`src/rtl/stream_accumulator_if.sv`:
```
// Stream bundle for the accumulator: word input side (din_*) and result output side (dout_*).
// The accumulator uses the slave view; the producer/consumer uses the master view.
interface stream_accumulator_if #(
    parameter int DATA_WIDTH = 4,
    parameter int ACC_WIDTH  = 8
);
    logic [DATA_WIDTH-1:0] din_data;
    logic                  din_last;
    logic                  din_vld;
    logic                  din_rd;
    logic [ACC_WIDTH-1:0]  dout_data;
    logic                  dout_ovf;
    logic [7:0]            dout_cnt;
    logic                  dout_vld;
    logic                  dout_rd;

    modport slave (
        input  din_data, din_last, din_vld, dout_rd,
        output din_rd, dout_data, dout_ovf, dout_cnt, dout_vld
    );

    modport master (
        output din_data, din_last, din_vld, dout_rd,
        input  din_rd, dout_data, dout_ovf, dout_cnt, dout_vld
    );
endinterface

```
`src/rtl/stream_accumulator.sv`:
```
// Frame accumulator: sums unsigned words until din_last, then holds sum/overflow/count
// until the consumer takes it.
module stream_accumulator #(
    parameter int DATA_WIDTH = 4,
    parameter int ACC_WIDTH  = 8
) (
    input  logic                  clk,
    input  logic                  rst,
    stream_accumulator_if.slave   bus
);

    typedef enum logic {
        ACC = 1'b0,
        OUT = 1'b1
    } state_t;

    state_t               state_reg, state_next;
    logic [ACC_WIDTH-1:0] acc_reg, acc_next;
    logic                 ovf_reg, ovf_next;
    logic [7:0]           cnt_reg, cnt_next;

    logic [ACC_WIDTH-1:0] din_ext;
    logic [ACC_WIDTH-1:0] sum;
    logic [ACC_WIDTH:0]   carry;
    logic                 din_rd_c;
    logic                 dout_vld_c;

    assign din_ext  = ACC_WIDTH'(bus.din_data);
    assign carry[0] = 1'b0;

    // Explicit ripple-carry chain; carry[ACC_WIDTH] is the overflow of this addition.
    generate
        for (genvar gi = 0; gi < ACC_WIDTH; gi++) begin : g_ripple
            assign sum[gi]      = acc_reg[gi] ^ din_ext[gi] ^ carry[gi];
            assign carry[gi+1]  = (acc_reg[gi] & din_ext[gi]) |
                                  (carry[gi] & (acc_reg[gi] ^ din_ext[gi]));
        end
    endgenerate

    always_ff @(posedge clk) begin
        if (rst) begin
            state_reg <= ACC;
            acc_reg   <= '0;
            ovf_reg   <= 1'b0;
            cnt_reg   <= '0;
        end else begin
            state_reg <= state_next;
            acc_reg   <= acc_next;
            ovf_reg   <= ovf_next;
            cnt_reg   <= cnt_next;
        end
    end

    always_comb begin
        state_next = state_reg;
        acc_next   = acc_reg;
        ovf_next   = ovf_reg;
        cnt_next   = cnt_reg;
        din_rd_c   = 1'b0;
        dout_vld_c = 1'b0;
        case (state_reg)
            ACC: begin
                din_rd_c = 1'b1;
                if (bus.din_vld) begin
                    acc_next = sum;
                    ovf_next = ovf_reg | carry[ACC_WIDTH];
                    cnt_next = (cnt_reg == 8'hFF) ? cnt_reg : cnt_reg + 8'd1;
                    if (bus.din_last) begin
                        state_next = OUT;
                    end
                end
            end
            OUT: begin
                dout_vld_c = 1'b1;
                // din_rd is a pure function of state, so a taken result frees the
                // input only on the following cycle.
                if (bus.dout_rd) begin
                    acc_next   = '0;
                    ovf_next   = 1'b0;
                    cnt_next   = '0;
                    state_next = ACC;
                end
            end
            default: begin
                state_next = ACC;
            end
        endcase
    end

    assign bus.din_rd    = din_rd_c;
    assign bus.dout_vld  = dout_vld_c;
    assign bus.dout_data = acc_reg;
    assign bus.dout_ovf  = ovf_reg;
    assign bus.dout_cnt  = cnt_reg;

endmodule
```
`src/flat_wrapper.sv`:
```
// flat-port wrapper written by rule: the top's interface ports become plain ports
module stream_accumulator_flat 
#(
    parameter int DATA_WIDTH = 4,
    parameter int ACC_WIDTH  = 8
)
  (clk, rst, bus_din_data, bus_din_last, bus_din_vld, bus_dout_rd, bus_din_rd, bus_dout_data, bus_dout_ovf, bus_dout_cnt, bus_dout_vld);
  stream_accumulator_if #(.DATA_WIDTH(DATA_WIDTH), .ACC_WIDTH(ACC_WIDTH)) bus_i ();
  input  logic clk;
  input  logic rst;
  input wire logic [$bits(bus_i.din_data)-1:0] bus_din_data;
  input wire logic [$bits(bus_i.din_last)-1:0] bus_din_last;
  input wire logic [$bits(bus_i.din_vld)-1:0] bus_din_vld;
  input wire logic [$bits(bus_i.dout_rd)-1:0] bus_dout_rd;
  output wire logic [$bits(bus_i.din_rd)-1:0] bus_din_rd;
  output wire logic [$bits(bus_i.dout_data)-1:0] bus_dout_data;
  output wire logic [$bits(bus_i.dout_ovf)-1:0] bus_dout_ovf;
  output wire logic [$bits(bus_i.dout_cnt)-1:0] bus_dout_cnt;
  output wire logic [$bits(bus_i.dout_vld)-1:0] bus_dout_vld;
  assign bus_i.din_data = bus_din_data;
  assign bus_i.din_last = bus_din_last;
  assign bus_i.din_vld = bus_din_vld;
  assign bus_i.dout_rd = bus_dout_rd;
  assign bus_din_rd = bus_i.din_rd;
  assign bus_dout_data = bus_i.dout_data;
  assign bus_dout_ovf = bus_i.dout_ovf;
  assign bus_dout_cnt = bus_i.dout_cnt;
  assign bus_dout_vld = bus_i.dout_vld;
  stream_accumulator #(.DATA_WIDTH(DATA_WIDTH), .ACC_WIDTH(ACC_WIDTH)) u_core (.clk(clk), .rst(rst), .bus(bus_i));
endmodule
```
`config.mk`:
```
export PLATFORM = sky130hd
export DESIGN_NAME = stream_accumulator_flat
export DESIGN_NICKNAME = d
export VERILOG_FILES = /design/src/rtl/stream_accumulator_if.sv /design/src/rtl/stream_accumulator.sv /design/src/flat_wrapper.sv
export SDC_FILE = /design/constraint.sdc
export NUM_CORES = 1
export LEC_CHECK = 0
export CORE_MARGIN = 1.5
export CORE_UTILIZATION = 30
export CTS_CLUSTER_SIZE = 40
export DETAILED_ROUTE_END_ITERATION = 8
export GPL_ROUTABILITY_DRIVEN = 1
export PLACE_DENSITY = 0.52
export RECOVER_POWER = 100
export REMOVE_ABC_BUFFERS = 1
export SLEW_MARGIN = 10
export SYNTH_ARGS = -nofsm -noshare
export SYNTH_HDL_FRONTEND = slang
export SYNTH_SLANG_ARGS = --single-unit
```
`constraint.sdc`:
```
create_clock -name clk -period 3.4 [get_ports clk]
set_clock_uncertainty 0.2 [all_clocks]
set_input_delay 0.34 -clock clk [delete_from_list [all_inputs] [get_ports clk]]
set_output_delay 0.34 -clock clk [all_outputs]
set_load 0.1 [all_outputs]
```
; Word-level counts from Yosys, hierarchy flattened
; Cells that the tools add are included.
[word_totals]
ff_bits = 18
wordCells = 53
[op_classes]
mux = 15
n_bitwise = 27
n_reduce_logical = 2
n_eq_ne = 4
add_sub_neg = 1
[ops]
columns = cell, count
row1 = $mux 8, 4
row2 = $pmux 8 s2, 2
row3 = $and 1x1->1, 11
row4 = $xor 1x1->1, 11
row5 = $add 8x1->8 const B, 1
row6 = $eq 8x8->1 const B, 1
row7 = $mux 1, 7
row8 = $ne 2x2->1 const B, 3
row9 = $or 1x1->1, 4
row10 = $pmux 1 s2, 2
row11 = $reduce_and 3->1, 1
row12 = $reduce_and 2->1, 1
row13 = $not 1->1, 1

; Longest topological paths before layout
[depth]
ltp_word = 14
depth_mapped = 12
depth_no_buf = 12

; Least setup slack after synthesis
; Ideal clock, no wire load.
[synth_timing]
path_type = register to register
start = register u_core.acc_reg[0], in the netlist u_core.bus.dout_data[0]
end = register u_core.acc_reg[7], in the netlist u_core.bus.dout_data[7]
path_slack_ns = 0.037
t_arrival_ns = 3.035
setup_time_ns = 0.128
stages_incl_launch_ff = 13
path_buffers = 0
path_cell_list = dfxtp_1 > ha_1 > inv_1 > fa_1 > fa_1 > inv_1 > fa_1 > ha_1 > ha_1 > ha_1 > ha_1 > a22oi_1 > nor2_1
[synth_via]
elab_chain_len = 13
[synth_rtl]
columns = item, line
row1 = "start, declared", stream_accumulator.sv:18  ; logic [ACC_WIDTH-1:0] acc_reg, acc_next;
row2 = "start signal, assigned", stream_accumulator.sv:48  ; acc_reg <= acc_next;
row3 = $and 1x1->1, stream_accumulator.sv:35  ; assign carry[gi+1] = (acc_reg[gi] & din_ext[gi]) |
row4 = $and 1x1->1, stream_accumulator.sv:36  ; (carry[gi] & (acc_reg[gi] ^ din_ext[gi]));
row5 = $or 1x1->1, stream_accumulator.sv:35
row6 = $and 1x1->1, stream_accumulator.sv:36
row7 = $or 1x1->1, stream_accumulator.sv:35
row8 = $and 1x1->1, stream_accumulator.sv:36
row9 = $or 1x1->1, stream_accumulator.sv:35
row10 = $and 1x1->1 (3 in a row), stream_accumulator.sv:36
row11 = $xor 1x1->1, stream_accumulator.sv:34  ; assign sum[gi] = acc_reg[gi] ^ din_ext[gi] ^ carry[gi];
row12 = $mux 8, stream_accumulator.sv:64  ; if (bus.din_vld) begin
row13 = $pmux 8 s2, stream_accumulator.sv:61  ; case (state_reg)
; Every way passes these cells. The select of a mux whose other input is x is not followed.
; A chain may end at the register's enable or synchronous reset.

; Worst setup path after layout
[layout_timing]
start = input bus_din_data[0]
end = register u_core.acc_reg[7], in the netlist u_core.bus.dout_data[7]
[layout_via]
elab_chain_len = 13
[layout_rtl]
columns = item, line
row1 = "start, declared", flat_wrapper.sv:11  ; input wire logic [$bits(bus_i.din_data)-1:0] bus_din_data;
row2 = $and 1x1->1, stream_accumulator.sv:35
row3 = $and 1x1->1, stream_accumulator.sv:36
row4 = $or 1x1->1, stream_accumulator.sv:35
row5 = $and 1x1->1, stream_accumulator.sv:36
row6 = $or 1x1->1, stream_accumulator.sv:35
row7 = $and 1x1->1, stream_accumulator.sv:36
row8 = $or 1x1->1, stream_accumulator.sv:35
row9 = $and 1x1->1 (3 in a row), stream_accumulator.sv:36
row10 = $xor 1x1->1, stream_accumulator.sv:34
row11 = $mux 8, stream_accumulator.sv:64
row12 = $pmux 8 s2, stream_accumulator.sv:61
; Every way passes these cells. The select of a mux whose other input is x is not followed.

==> results.yml <==
run_status:
  outcome: "complete, no violations"
floorplanning:
  die_x_microns: 58.86
  rows: 20
  initial_utilization_pct: 31.17
  coreArea_sq_um: 3003
  io_pins: 28
  fp.dieH_microns: 58.86
  dieArea_sq_um: 3464
placement:
  hpwl_microns: 1525
  gp_congestion: 0.7024
  place_inst: 163
  pre_cts_ws_ns: 0.2619
  io_buffers: 27
synthesis:
  synth.area.top_cells: "dfxtp_1 39%, ha_1 8.0%, nor2_1 7.2%, fa_1 6.4%, a22oi_1 6.4%"
  ys_seq_elements: 18
  yosysUniqueCellTypes: 33
  syn_area_per_cell_sq_um: 8.913
  ys_seq_area_share_pct: 38.50
  yosys.area.top_type: "dfxtp_1"
  ys_warn_count: 0
  ys.flop_type: "dfxtp_1"
  synth_edf_count: 0
  syn_inst: 105
  syn-cell-area_sq_um: 935.9
  async_flop_share_pct: 0
  netlist.area_leader.share_pct: 38.50
sta:
  hold_violations: 0
  setup_tns_ns: 0
  slew_violations: 0
  worst_slew_pin_slew_ns: 0.9846
  finalSetupViolCount: 0
  finalCriticalPeriod_ns: 2.892
  fmax_ghz: 0.3458
  period_share_pct: 85.05
  worst_slack_ns: 0.5081
  hold_slack_ns: 0.3214
  relSlewSlack_pct: 33.67
  grt_setup_unrepaired: "no"
routing:
  num_vias: 862
  drtIter0Drc: 9
  dr.pass1.iters: 4
  met3WireLength_microns: 114
  drc: 0
  vias_per_cell: 5.162
  wl_microns: 2089
  drt-met1-wl_microns: 1018
  dr_wl_met2_microns: 956
  wl_per_cell_microns: 12.51
  top_layer: "met3"
  drtAntennaViolNets: 0
setup_path:
  slowest_stage: "dlygate4sd3_1"
  cp.arrival_ns: 2.89
  reg2reg_slack_ns: 0.73
  crit_family: "adder cells"
  end_kind: "flip-flop"
  cp-start-kind: "primary input"
  critPathKind: "in -> reg"
  cpMostUsedCell: "ha_1"
  crit_fanout: 1
  cp.required_ns: 3.39
  cpPeakStageDelay_ns: 0.54
  critPathBufInv: 3
  path_cells: "dlygate4sd3_1, ha_1, inv_1, fa_1, fa_1, inv_1, fa_1, ha_1, ha_1, ha_1, ha_1, a22oi_1, nor2_1"
layout:
  drive_gt1_share_pct: 5.224
  final_cell_count_no_fill: 167
  area_growth_pct: 34.63
  num-fill-cells: 310
  antenna_cells: 0
  final_net_count: 153
clock_tree:
  cts_tree: "yes"
  ctsHoldBuffers: 0
  path_clk_slew_ns: 0.11
  insertion_delay_ns: 0.29
  cts_buffers: 3
  cts-resized-gates: 0
  cts_root_buffer: "clkbuf_4"
  cts_buffer_depth: 2
  clock_sinks: 18
  htree_levels: 1
  post_cts_buffers: 0
power:
  vdd_drop_max_mv: 0.1628
  cellPowerDensity_nw_per_um2: 396.3
  p_leak_nw: 0.5500
worst_hold_path:
  hold_path_class: "reg -> reg"
global_routing:
  overflow: 0
  grt_usage_pct: 13.13
  grt_max_degree: 21
  grt_pass1_wl_microns: 3525
  grt_pass1_vias: 814
  antenna_found_initial: 0
run:
  drv_cap: 0
[cell type report]
type                       instances  area, sq um  share of cell area (%)
inverter                           9        33.78                   2.681
multi-input combinational         75        510.5                   40.52
clock buffer                       4        36.28                   2.880
tap                               33        41.29                   3.277
sequential                        18        360.3                   28.60
timing repair buffer              28        277.8                   22.05
[placed cells by master (no fill, tap or decap), types with 2 or more instances in the layout]
cell,count
ha_1,6
o21ai_0,2
nand3_1,7
nor4_1,2
a21oi_1,5
dfxtp_1,18
o211ai_1,2
clkbuf_4,3
inv_1,9
nand4_1,2
a22oi_1,8
nand2_1,3
dlygate4sd3_1,20
clkdlybuf4s50_1,7
a31oi_1,2
nor2_1,19
fa_1,3
[where the power goes]
part | leakage (nW) | internal [mW] | total, mW | switching [mW]
sequential | 0.146 | 0.219 | 0.228 | 0.00863
clock | 0.0210 | 0.0652 | 0.134 | 0.0685
combinational | 0.383 | 0.0374 | 0.138 | 0.100
[tightest hold or removal path, delay by kind of cell (launching register included)]
family	cells	cell delay (ns)
compound gates	1	0.07
flops	1	0.34
simple gates	1	0.08
[path summary, 6_finish.rpt]
| kind | startpoint | endpoint | cells after the start |
|---|---|---|---|
| setup reg to reg | u_core.bus.dout_data[0] | u_core.bus.dout_data[7] | 12 |
| hold / removal | u_core.bus.dout_ovf | u_core.bus.dout_ovf | 2 |
| hold reg to reg | u_core.bus.dout_ovf | u_core.bus.dout_ovf | 2 |
| setup / recovery | bus_din_data[0] | u_core.bus.dout_data[7] | 13 |
[stage by stage]
stage | area (sq um) | total power [mW] | util (%)
floorplan | 923.4 | 0.3353 | -
global placement | 1242 | 0.3764 | 41.38
detailed placement | 1242 | 0.3769 | 41.38
CTS | 1279 | 0.5130 | 42.58
global route | 1260 | 0.5296 | 41.96
finish | 1260 | 0.4993 | 41.96
[synth_stat cells (all sizes together), types with 3 or more instances]
library cell and n:
nor4 3, fa 3, inv 9, dfxtp 18, a21oi 5, nor2 19, a22oi 8, nand3 7
nand2 3, ha 6
[kinds of logic after synthesis]
kind of cell	share of synthesized area [%]
DFF	38.50
and+or+nand+nor	22.33
buffers and inverters	4.946
adders and majority gates	14.44
AOI/OAI and AO/OA	19.79
[routing by layer]
layer	global-route usage, %	vias up
li1	-	430
met1	16.55	409
met2	22.06	23
met3	3.297	0
met4	3.896	0
met5	0	-
(Power assumes the default switching activity.)
